<file path="config.mk">
export PLATFORM = sky130hd
export DESIGN_NAME = pwm_driver_motoare_flat
export DESIGN_NICKNAME = d
export VERILOG_FILES = /design/src/rtl/pwm_motor_pkg.sv /design/src/rtl/pwm_driver_motoare_if.sv /design/src/rtl/canal_motor.sv /design/src/rtl/pwm_driver_motoare.sv /design/src/flat_wrapper.sv
export SDC_FILE = /design/constraint.sdc
export NUM_CORES = 1
export LEC_CHECK = 0
export ABC_AREA = 0
export CORE_ASPECT_RATIO = 0.75
export CORE_MARGIN = 2
export CORE_UTILIZATION = 45
export DETAILED_ROUTE_END_ITERATION = 6
export PLACE_DENSITY_LB_ADDON = 0.25
export RECOVER_POWER = 50
export SKIP_LAST_GASP = 1
export SLEW_MARGIN = 30
export SYNTH_ARGS = -nofsm -noshare
export SYNTH_HDL_FRONTEND = slang
export SYNTH_SLANG_ARGS = --single-unit
</file>
<file path="constraint.sdc">
create_clock -name clk -period 3.7 [get_ports clk]
set_clock_uncertainty 0.2 [all_clocks]
set_input_delay 0.37 -clock clk [delete_from_list [all_inputs] [get_ports clk]]
set_output_delay 0.37 -clock clk [all_outputs]
set_load 0.005 [all_outputs]
</file>
<file path="src/rtl/pwm_motor_pkg.sv">
// Shared constants, channel state encoding and BCD helpers for the dual-motor PWM driver.
package pwm_motor_pkg;

  localparam logic [1:0]  DIR_STOP = 2'b00;
  localparam logic [1:0]  DIR_FWD  = 2'b10;
  localparam logic [1:0]  DIR_REV  = 2'b01;
  localparam logic [11:0] BCD_MAX  = 12'h999;

  typedef enum logic [1:0] {
    ST_IDLE = 2'd0,
    ST_FWD  = 2'd1,
    ST_REV  = 2'd2,
    ST_DEAD = 2'd3
  } motor_state_t;

  // Three-digit BCD increment; 999 rolls over to 000.
  function automatic logic [11:0] bcd_inc(input logic [11:0] v);
    logic [11:0] r;
    logic        carry;
    r     = v;
    carry = 1'b1;
    for (int i = 0; i < 3; i++) begin
      if (carry) begin
        if (r[4*i +: 4] == 4'd9) begin
          r[4*i +: 4] = 4'd0;
        end else begin
          r[4*i +: 4] = r[4*i +: 4] + 4'd1;
          carry       = 1'b0;
        end
      end
    end
    return r;
  endfunction

  function automatic logic [11:0] bcd_clamp(input logic [11:0] v);
    logic [11:0] r;
    r = v;
    for (int i = 0; i < 3; i++) begin
      if (v[4*i +: 4] > 4'd9) r[4*i +: 4] = 4'd9;
    end
    return r;
  endfunction

  // BCD addition of two valid 3-digit values, saturating at 999.
  function automatic logic [11:0] bcd_add_sat(input logic [11:0] a, input logic [11:0] b);
    logic [11:0] r;
    logic [4:0]  s;
    logic        c;
    r = '0;
    c = 1'b0;
    for (int i = 0; i < 3; i++) begin
      s = {1'b0, a[4*i +: 4]} + {1'b0, b[4*i +: 4]} + {4'b0000, c};
      if (s > 5'd9) begin
        r[4*i +: 4] = 4'(s - 5'd10);
        c           = 1'b1;
      end else begin
        r[4*i +: 4] = s[3:0];
        c           = 1'b0;
      end
    end
    return c ? BCD_MAX : r;
  endfunction

endpackage

</file>
<file path="src/rtl/pwm_driver_motoare_if.sv">
// Bundle of direction/duty requests and bridge outputs between movement logic and the PWM driver.
interface pwm_driver_motoare_if;
  logic [1:0]  directie_driverA;
  logic [1:0]  directie_driverB;
  logic [11:0] factor_dc_driverA;
  logic [11:0] factor_dc_driverB;
  logic        in1_A;
  logic        in2_A;
  logic        in1_B;
  logic        in2_B;
  logic        pwm_A;
  logic        pwm_B;
  logic        period_start;

  modport master (
    output directie_driverA, directie_driverB, factor_dc_driverA, factor_dc_driverB,
    input  in1_A, in2_A, in1_B, in2_B, pwm_A, pwm_B, period_start
  );

  modport slave (
    input  directie_driverA, directie_driverB, factor_dc_driverA, factor_dc_driverB,
    output in1_A, in2_A, in1_B, in2_B, pwm_A, pwm_B, period_start
  );
endinterface

</file>
<file path="src/rtl/canal_motor.sv">
// One motor channel: direction synchroniser, IDLE/FWD/REV/DEAD FSM, duty latch and PWM compare.
// Macro SOFT_START_EN adds a per-period BCD duty ramp after every entry into a run state.
module canal_motor
  import pwm_motor_pkg::*;
#(
  parameter int          DEAD_PER  = 20,
  parameter logic [11:0] RAMP_STEP = 12'h050
) (
  input  logic        clk,
  input  logic        rst,
  input  logic [1:0]  directie,
  input  logic [11:0] factor_dc,
  input  logic [11:0] cnt,
  input  logic        wrap,
  output logic        in1,
  output logic        in2,
  output logic        pwm
);

  localparam int DW = (DEAD_PER < 2) ? 1 : $clog2(DEAD_PER + 1);

  logic [1:0]   dir_s1_reg, dir_s2_reg;
  motor_state_t state_reg, state_next;
  motor_state_t target_reg, target_next;
  logic [DW-1:0] dead_reg, dead_next;
  logic [11:0]  duty_lat_reg, duty_lat_next;
  logic [11:0]  duty_eff;
  logic         req_fwd, req_rev, run_now, run_next;

  assign req_fwd       = (dir_s2_reg == DIR_FWD);
  assign req_rev       = (dir_s2_reg == DIR_REV);
  assign duty_lat_next = wrap ? bcd_clamp(factor_dc) : duty_lat_reg;
  assign run_now       = (state_reg == ST_FWD) || (state_reg == ST_REV);
  assign run_next      = (state_next == ST_FWD) || (state_next == ST_REV);

  always_ff @(posedge clk) begin
    if (rst) begin
      dir_s1_reg   <= DIR_STOP;
      dir_s2_reg   <= DIR_STOP;
      state_reg    <= ST_IDLE;
      target_reg   <= ST_IDLE;
      dead_reg     <= '0;
      duty_lat_reg <= '0;
    end else begin
      dir_s1_reg   <= directie;
      dir_s2_reg   <= dir_s1_reg;
      state_reg    <= state_next;
      target_reg   <= target_next;
      dead_reg     <= dead_next;
      duty_lat_reg <= duty_lat_next;
    end
  end

  always_comb begin
    state_next  = state_reg;
    target_next = target_reg;
    dead_next   = dead_reg;
    case (state_reg)
      ST_IDLE: begin
        if (req_fwd)      state_next = ST_FWD;
        else if (req_rev) state_next = ST_REV;
      end
      ST_FWD: begin
        if (req_rev) begin
          state_next  = ST_DEAD;
          target_next = ST_REV;
          dead_next   = DW'(DEAD_PER);
        end else if (!req_fwd) begin
          state_next = ST_IDLE;
        end
      end
      ST_REV: begin
        if (req_fwd) begin
          state_next  = ST_DEAD;
          target_next = ST_FWD;
          dead_next   = DW'(DEAD_PER);
        end else if (!req_rev) begin
          state_next = ST_IDLE;
        end
      end
      default: begin
        // A retarget inside the dead time keeps the running count.
        if (!req_fwd && !req_rev) begin
          state_next = ST_IDLE;
        end else begin
          target_next = req_fwd ? ST_FWD : ST_REV;
          if (wrap) begin
            if (dead_reg == '0) state_next = target_next;
            else                dead_next  = dead_reg - DW'(1);
          end
        end
      end
    endcase
  end

`ifdef SOFT_START_EN
  logic [11:0] eff_reg;
  logic [11:0] ramp_sum;

  assign ramp_sum = bcd_add_sat(eff_reg, RAMP_STEP);

  always_ff @(posedge clk) begin
    if (rst) begin
      eff_reg <= '0;
    end else if (run_next && !run_now) begin
      eff_reg <= '0;
    end else if (wrap) begin
      eff_reg <= (ramp_sum < duty_lat_next) ? ramp_sum : duty_lat_next;
    end
  end

  assign duty_eff = eff_reg;
`else
  logic unused_ramp;
  assign unused_ramp = ^RAMP_STEP;
  assign duty_eff    = duty_lat_reg;
`endif

  assign in1 = (state_reg == ST_FWD);
  assign in2 = (state_reg == ST_REV);
  assign pwm = run_now && (cnt < duty_eff);

endmodule

</file>
<file path="src/rtl/pwm_driver_motoare.sv">
// Dual H-bridge PWM driver: shared prescaler and BCD 000..999 period counter feeding two motor channels.
// Macro SOFT_START_EN enables the duty ramp inside each channel.
module pwm_driver_motoare
  import pwm_motor_pkg::*;
#(
  parameter int          PRESC_DIV = 50,
  parameter int          DEAD_PER  = 20,
  parameter logic [11:0] RAMP_STEP = 12'h050
) (
  input  logic             clk,
  input  logic             rst,
  pwm_driver_motoare_if.slave bus
);

  localparam int PW = (PRESC_DIV < 2) ? 1 : $clog2(PRESC_DIV);

  logic [PW-1:0] presc_reg;
  logic [11:0]   cnt_reg;
  logic          period_start_reg;
  logic          tick, wrap;

  logic [1:0]  dir_arr  [2];
  logic [11:0] duty_arr [2];
  logic [1:0]  in1_vec, in2_vec, pwm_vec;

  assign tick = (presc_reg == PW'(PRESC_DIV - 1));
  assign wrap = tick && (cnt_reg == BCD_MAX);

  always_ff @(posedge clk) begin
    if (rst) begin
      presc_reg        <= '0;
      cnt_reg          <= '0;
      period_start_reg <= 1'b0;
    end else begin
      presc_reg        <= tick ? '0 : presc_reg + PW'(1);
      if (tick) cnt_reg <= bcd_inc(cnt_reg);
      period_start_reg <= wrap;
    end
  end

  assign dir_arr[0]  = bus.directie_driverA;
  assign dir_arr[1]  = bus.directie_driverB;
  assign duty_arr[0] = bus.factor_dc_driverA;
  assign duty_arr[1] = bus.factor_dc_driverB;

  genvar gi;
  generate
    for (gi = 0; gi < 2; gi++) begin : g_canal
      canal_motor #(
        .DEAD_PER  (DEAD_PER),
        .RAMP_STEP (RAMP_STEP)
      ) u_canal (
        .clk       (clk),
        .rst       (rst),
        .directie  (dir_arr[gi]),
        .factor_dc (duty_arr[gi]),
        .cnt       (cnt_reg),
        .wrap      (wrap),
        .in1       (in1_vec[gi]),
        .in2       (in2_vec[gi]),
        .pwm       (pwm_vec[gi])
      );
    end
  endgenerate

  assign bus.in1_A        = in1_vec[0];
  assign bus.in2_A        = in2_vec[0];
  assign bus.pwm_A        = pwm_vec[0];
  assign bus.in1_B        = in1_vec[1];
  assign bus.in2_B        = in2_vec[1];
  assign bus.pwm_B        = pwm_vec[1];
  assign bus.period_start = period_start_reg;

endmodule
</file>
<file path="src/flat_wrapper.sv">
// flat-port wrapper written by rule: the top's interface ports become plain ports
module pwm_driver_motoare_flat import pwm_motor_pkg::*;
#(
  parameter int          PRESC_DIV = 50,
  parameter int          DEAD_PER  = 20,
  parameter logic [11:0] RAMP_STEP = 12'h050
)
  (clk, rst, bus_directie_driverA, bus_directie_driverB, bus_factor_dc_driverA, bus_factor_dc_driverB, bus_in1_A, bus_in2_A, bus_in1_B, bus_in2_B, bus_pwm_A, bus_pwm_B, bus_period_start);
  pwm_driver_motoare_if bus_i ();
  input  logic clk;
  input  logic rst;
  input wire logic [$bits(bus_i.directie_driverA)-1:0] bus_directie_driverA;
  input wire logic [$bits(bus_i.directie_driverB)-1:0] bus_directie_driverB;
  input wire logic [$bits(bus_i.factor_dc_driverA)-1:0] bus_factor_dc_driverA;
  input wire logic [$bits(bus_i.factor_dc_driverB)-1:0] bus_factor_dc_driverB;
  output wire logic [$bits(bus_i.in1_A)-1:0] bus_in1_A;
  output wire logic [$bits(bus_i.in2_A)-1:0] bus_in2_A;
  output wire logic [$bits(bus_i.in1_B)-1:0] bus_in1_B;
  output wire logic [$bits(bus_i.in2_B)-1:0] bus_in2_B;
  output wire logic [$bits(bus_i.pwm_A)-1:0] bus_pwm_A;
  output wire logic [$bits(bus_i.pwm_B)-1:0] bus_pwm_B;
  output wire logic [$bits(bus_i.period_start)-1:0] bus_period_start;
  assign bus_i.directie_driverA = bus_directie_driverA;
  assign bus_i.directie_driverB = bus_directie_driverB;
  assign bus_i.factor_dc_driverA = bus_factor_dc_driverA;
  assign bus_i.factor_dc_driverB = bus_factor_dc_driverB;
  assign bus_in1_A = bus_i.in1_A;
  assign bus_in2_A = bus_i.in2_A;
  assign bus_in1_B = bus_i.in1_B;
  assign bus_in2_B = bus_i.in2_B;
  assign bus_pwm_A = bus_i.pwm_A;
  assign bus_pwm_B = bus_i.pwm_B;
  assign bus_period_start = bus_i.period_start;
  pwm_driver_motoare #(.PRESC_DIV(PRESC_DIV), .DEAD_PER(DEAD_PER), .RAMP_STEP(RAMP_STEP)) u_core (.clk(clk), .rst(rst), .bus(bus_i));
endmodule
</file>
==> results.py, run 1 <==
metrics = {
    "floorplanning": {
        "rows": 28,
        "initial_core_util": 0.469,
        "die_area_mm2": 0.00903,
        "die_width_um": 109,
        "die_y_um": 82.8,
        "fp.coreArea_mm2": 0.00795,
        "ioPinCount": 37,
    },
    "clocking": {
        "cts_max_path_buffers": 2,
        "cts_hold_buf": 0,
        "cts_buffers": 9,
        "tritoncts": "built",
        "postCtsSetupBuffers": 0,
        "clk_latency_ps": 360,
        "cts_resized": 0,
        "root_buffer": "clkbuf_8",
        "numClockSinks": 65,
        "cts_max_level": 3,
        "path_clk_slew_ps": 70,
    },
    "synth": {
        "synthArstFlopShare": 0,
        "ys_ff_latch": 65,
        "yosys_warnings": 0,
        "yosysUniqueCellTypes": 45,
        "synth_seq_area_share": 0.349,
        "syn_avg_cell_area_um2": 8.30,
        "synth_fp_nets": 519,
        "syn_area_mm2": 0.00373,
        "synth_flop_cell": "dfxtp_1",
        "syn_inst": 449,
        "synth_edf_count": 0,
    },
    "pwr": {
        "leakage_nw": 1.64,
        "ir_worst_vdd_mv": 0.221,
        "powerDensity_mw_per_mm2": 350,
    },
    "worst_setup_path": {
        "worstPathArrival_ps": 2500,
        "r2r_setup_slack_ps": 1130,
        "max_stage_delay_ps": 540,
        "worstPathMaxFanout": 8,
        "end_kind": "output pin",
        "path_common_cell": "a21o_1",
        "cp_slowest_cell": "clkdlybuf4s50_1",
        "worstPathRequired_ps": 3130,
        "worstSetupStartpointType": "flop",
        "critPathKind": "reg2out",
        "worstPathCellList": "ha_1 > a21o_1 > a21o_1 > a21oi_1 > o31ai_1 > a31oi_1 > clkdlybuf4s50_1",
    },
    "drt": {
        "drt_wl_total_um": 8230,
        "vias": 3157,
        "routedWlPerCell_um": 13.9,
        "ant_nets": 0,
        "drtPass1Iterations": 4,
        "drtIter0Drc": 144,
        "drc": 0,
        "routed_via_density": 5.34,
    },
    "cells_and_area": {
        "finalNonFillerCells": 591,
        "final_util": 0.545,
        "antenna_cells": 0,
        "drive_gt1_frac": 0.0432,
        "final_cell_mix": "dfxtp_1 (65), nand2_1 (44), ha_1 (40)",
        "largest_reg_flops": 24,
        "fill_cells": 735,
        "fin_area_mm2": 0.00433,
        "syn2layout_area_growth_pct": 16.2,
        "layout_commonest_cell": "dfxtp_1",
        "fin_nets": 552,
    },
    "timing": {
        "fin_crit_ps": 3070,
        "period_share": 0.830,
        "worst_pin_slew_ps": 2500,
        "fmax_mhz": 326,
        "slew_headroom": -0.666,
        "report.final.hold_viol_count": 0,
        "setup_viol": 0,
        "fin_setup_tns_ps": 0,
        "grt_setup_unrepaired": "false",
        "slew_viol_final": 56,
    },
    "global_routing": {
        "grt_max_degree": 56,
        "grt_pass1_vias": 3038,
        "antenna_found_initial": 0,
        "grt_pass1_wl_um": 13900,
        "grt-ovfl-total": 0,
        "grt_usage": 0.194,
    },
    "placed_design": {
        "routabilityCongestion": 0.826,
        "io_buffers": 36,
        "dp_cells": 576,
        "hpwl_um": 6040,
        "place_area_mm2": 0.00417,
    },
    "status": {
        "violations": "max-capacitance violations, max-slew violations",
        "status": "finished with violations",
    },
    "min_path": {
        "hold_class": "reg2reg",
    },
    "flow_run": {
        "drv_cap": 1,
    },
}
## metrics by stage
step | setup slack, ps | power (mW) | hold slack [ps]
after floorplan | 1460 | 0.916 | 214
after global placement | 1000 | 0.999 | 216
after detailed placement | 994 | 1.01 | 230
after CTS | 602 | 1.54 | 243
after global routing | 475 | 1.60 | 266
final | 628 | 1.52 | 235
## power breakdown
| group | internal [mW] | switching, mW |
|---|---|---|
| clock network | 0.256 | 0.270 |
| registers | 0.718 | 0.0169 |
| logic | 0.118 | 0.139 |
| total | 1.09 | 0.425 |
## worst max-delay path: cells and delay by family (launching register included)
kind	cells	cell delay [ps]
buffers and inverters	1	540
DFF	1	480
adders and majority gates	1	300
AOI/OAI and AO/OA	5	820
## cell usage after synthesis, types with 2 or more instances
library cell | n | area, µm²
nand4_1 | 7 | 43.8
a31oi_1 | 5 | 31.3
a311oi_1 | 2 | 17.5
mux2_2 | 2 | 22.5
nand4b_1 | 3 | 26.3
dfxtp_1 | 65 | 1300
buf_2 | 2 | 10.0
o32ai_1 | 2 | 17.5
xor2_1 | 4 | 35.0
inv_1 | 39 | 146
ha_1 | 40 | 500
o211a_1 | 2 | 20.0
nand2_1 | 44 | 165
nand2b_1 | 5 | 31.3
clkbuf_1 | 15 | 56.3
and3_1 | 6 | 37.5
a21oi_1 | 36 | 180
a21o_1 | 7 | 52.6
o211ai_1 | 3 | 22.5
mux2i_1 | 6 | 60.1
or3_1 | 6 | 37.5
a211oi_1 | 8 | 60.1
or4_1 | 3 | 22.5
nor2b_1 | 21 | 131
o21ai_0 | 12 | 60.1
nor3_1 | 17 | 85.1
xnor2_1 | 5 | 43.8
o21a_1 | 6 | 45.0
nand3b_1 | 16 | 120
nand3_1 | 5 | 25.0
nor4_1 | 2 | 12.5
nor3b_1 | 3 | 22.5
nor2_1 | 34 | 128
nor4b_1 | 2 | 17.5
o31ai_1 | 4 | 30.0
## final timing paths
path / start / endpoint / cells past startpoint
hold / removal: u_core.g_canal[0].u_canal.dir_s1_reg[1] / u_core.g_canal[0].u_canal.dir_s2_reg[1] / 1
setup reg to reg: u_core.cnt_reg[5] / u_core.g_canal[1].u_canal.duty_eff[5] / 6
setup / recovery: u_core.cnt_reg[5] / bus_pwm_A / 7
hold reg to reg: u_core.g_canal[0].u_canal.dir_s1_reg[1] / u_core.g_canal[0].u_canal.dir_s2_reg[1] / 1
## routing by layer
layer | global-route usage | vias up | routed length, µm
met4 | 0.0420 | 0 | 71
met5 | 0 | - | 0
met2 | 0.298 | 65 | 3620
met3 | 0.0675 | 7 | 406
met1 | 0.263 | 1461 | 4120
li1 | - | 1624 | -
## cells by family (layout without fill, tap and decap cells)
logic type / Yosys count / in the layout / synth area share
buffers and inverters: 56 / 93 / 0.0571
adder cells (fa/ha/maj): 40 / 40 / 0.134
AND/OR/NAND/NOR: 179 / 179 / 0.260
flip-flops: 65 / 65 / 0.349
AO/OA/AOI/OAI: 92 / 92 / 0.156
multiplexers: 8 / 8 / 0.0222
XOR/XNOR: 9 / 9 / 0.0212
## layout make-up
type | instances | area (µm²) | area share
clock buffers | 12 | 145 | 0.0335
clock inverters | 3 | 17.5 | 0.00405
inverters | 39 | 146 | 0.0338
multi-input cells | 328 | 2210 | 0.511
flip-flops and latches | 65 | 1300 | 0.300
well taps | 105 | 131 | 0.0303
repair buffers | 39 | 374 | 0.0864
Power figures use the tool's default switching activity.
==> run 2: changes to the inputs <==
- clock period: 3.7 -> 2.9 ns (I/O delays scaled with it)
==> results.py, run 2 (synthesis gave the netlist of run 1 again) <==
metrics = {
    "placed_design": {
        "io_buffers": 36,
        "hpwl_um": 5750,
        "routabilityCongestion": 0.775,
    },
    "global_routing": {
        "antenna_found_initial": 0,
        "grt_max_degree": 56,
        "grt_usage": 0.187,
        "grt_pass1_vias": 3043,
        "grt_pass1_wl_um": 13500,
        "grt-ovfl-total": 0,
    },
    "drt": {
        "routedWlPerCell_um": 13.2,
        "drt_wl_total_um": 7850,
        "drtPass1Iterations": 4,
        "routed_via_density": 5.32,
        "drtIter0Drc": 146,
        "vias": 3153,
        "drc": 0,
        "ant_nets": 0,
    },
    "clocking": {
        "cts_buffers": 9,
        "numClockSinks": 65,
        "path_clk_slew_ps": 70,
        "postCtsSetupBuffers": 0,
        "cts_hold_buf": 0,
        "cts_max_level": 3,
        "clk_latency_ps": 350,
        "root_buffer": "clkbuf_8",
        "tritoncts": "built",
        "cts_max_path_buffers": 2,
    },
    "pwr": {
        "leakage_nw": 1.71,
        "ir_worst_vdd_mv": 0.351,
        "total_power_mw": 1.97,
        "powerDensity_mw_per_mm2": 448,
    },
    "cells_and_area": {
        "syn2layout_area_growth_pct": 17.8,
        "largest_reg_flops": 24,
        "final_cell_mix": "dfxtp_1 (63), nand2_1 (44), inv_1 (39), ha_1 (39), a21oi_1 (36)",
        "fin_nets": 556,
        "drive_gt1_frac": 0.0574,
        "final_util": 0.552,
        "antenna_cells": 0,
        "layout_commonest_cell": "dfxtp_1",
    },
    "timing": {
        "worst_pin_slew_ps": 1170,
        "setup_viol": 0,
        "fmax_mhz": 397,
        "period_share": 0.868,
        "fin_setup_tns_ps": 0,
        "grt_setup_unrepaired": "false",
        "finalHoldWorstSlack_ps": 189,
        "slew_headroom": 0.220,
        "slew_viol_final": 0,
        "report.final.hold_viol_count": 0,
        "fin_crit_ps": 2520,
    },
    "floorplanning": {
        "die_area_mm2": 0.00903,
        "die_y_um": 82.8,
        "ioPinCount": 37,
        "fp.coreArea_mm2": 0.00795,
        "die_width_um": 109,
        "rows": 28,
        "initial_core_util": 0.469,
    },
    "worst_setup_path": {
        "worstPathArrival_ps": 2490,
        "critPathKind": "reg2reg",
        "worstPathRequired_ps": 2870,
        "end_kind": "flop",
        "worstPathMaxFanout": 10,
        "worstSetupStartpointType": "flop",
    },
    "status": {
        "status": "finished, final reports clean",
    },
    "flow_run": {
        "drv_cap": 0,
    },
    "min_path": {
        "hold_class": "in2reg",
    },
}
[run 2: cell count changes in the layout (fill, tap and decap cells not counted), moves of 2 or more]
cell             delta
clkdlybuf4s50_1     -2
dfxtp_2             +2
buf_4               +3
clkinv_2            -2
dlymetal6s2s_1      +2
clkbuf_8            +2
dfxtp_1             -2
[run 2: final timing paths]
kind,start,endpoint,slack (ps),cells past startpoint
setup / recovery,u_core.cnt_reg[3],u_core.g_canal[0].u_canal.duty_eff[8],380,6
hold / removal,rst,u_core.g_canal[1].u_canal.state_reg[1],190,3
setup reg to reg,u_core.cnt_reg[3],u_core.g_canal[0].u_canal.duty_eff[8],380,6
hold reg to reg,u_core.g_canal[0].u_canal.dir_s1_reg[1],u_core.g_canal[0].u_canal.dir_s2_reg[1],230,1
[run 2: repair_timing]
item                                    4_1_cts  5_1_grt
gates resized for setup                       3        4
pin swaps                                     0        0
endpoints found under the setup margin        2        2
[run 2: worst max-delay path, stage by stage, from the launching register on]
cell and delay (ps):
dfxtp_1 420, nor3b_1 400, nand3_1 350, or2_0 330, clkbuf_1 280, nor3_1 280
a211oi_1 90
[run 2: layout make-up]
| type | count | area, µm² |
|---|---|---|
| Clock buffer | 13 | 169 |
| Fill cell | 740 | 3560 |
| Inverter | 39 | 146 |
| Multi-Input combinational cell | 328 | 2230 |
| Sequential cell | 65 | 1300 |
| Tap cell | 105 | 131 |
| Timing Repair Buffer | 43 | 407 |
[run 2: report_power, final]
| group | leakage, nW | switching [mW] | internal [mW] | total (mW) |
|---|---|---|---|---|
| Combinational | 1.09 | 0.172 | 0.163 | 0.335 |
| Clock | 0.0875 | 0.329 | 0.367 | 0.695 |
| Sequential | 0.528 | 0.0204 | 0.916 | 0.937 |
[run 2: routing by layer]
layer | vias to the layer above | part of all wire | global-route usage
met1 | 1460 | 0.51 | 0.254
li1 | 1642 | - | -
met2 | 44 | 0.44 | 0.289
met5 | - | 0 | 0
met3 | 7 | 0.040 | 0.0534
met4 | 0 | 0.011 | 0.0548
[run 2: metrics by stage]
stage	instance area, µm²	setup WS (ps)	instances
3_3_place_gp	4200	394	580
5_1_grt	4390	192	593
4_1_cts	4380	19.0	593
6_report	4390	383	593
2_1_floorplan	3730	661	449
3_5_place_dp	4200	348	580
==> run 3: changes to the inputs <==
- HOLD_SLACK_MARGIN: default -> 0.02
==> results of run 3 <==
Same layout as run 2: the final DEF is identical, and so are final timing and power.
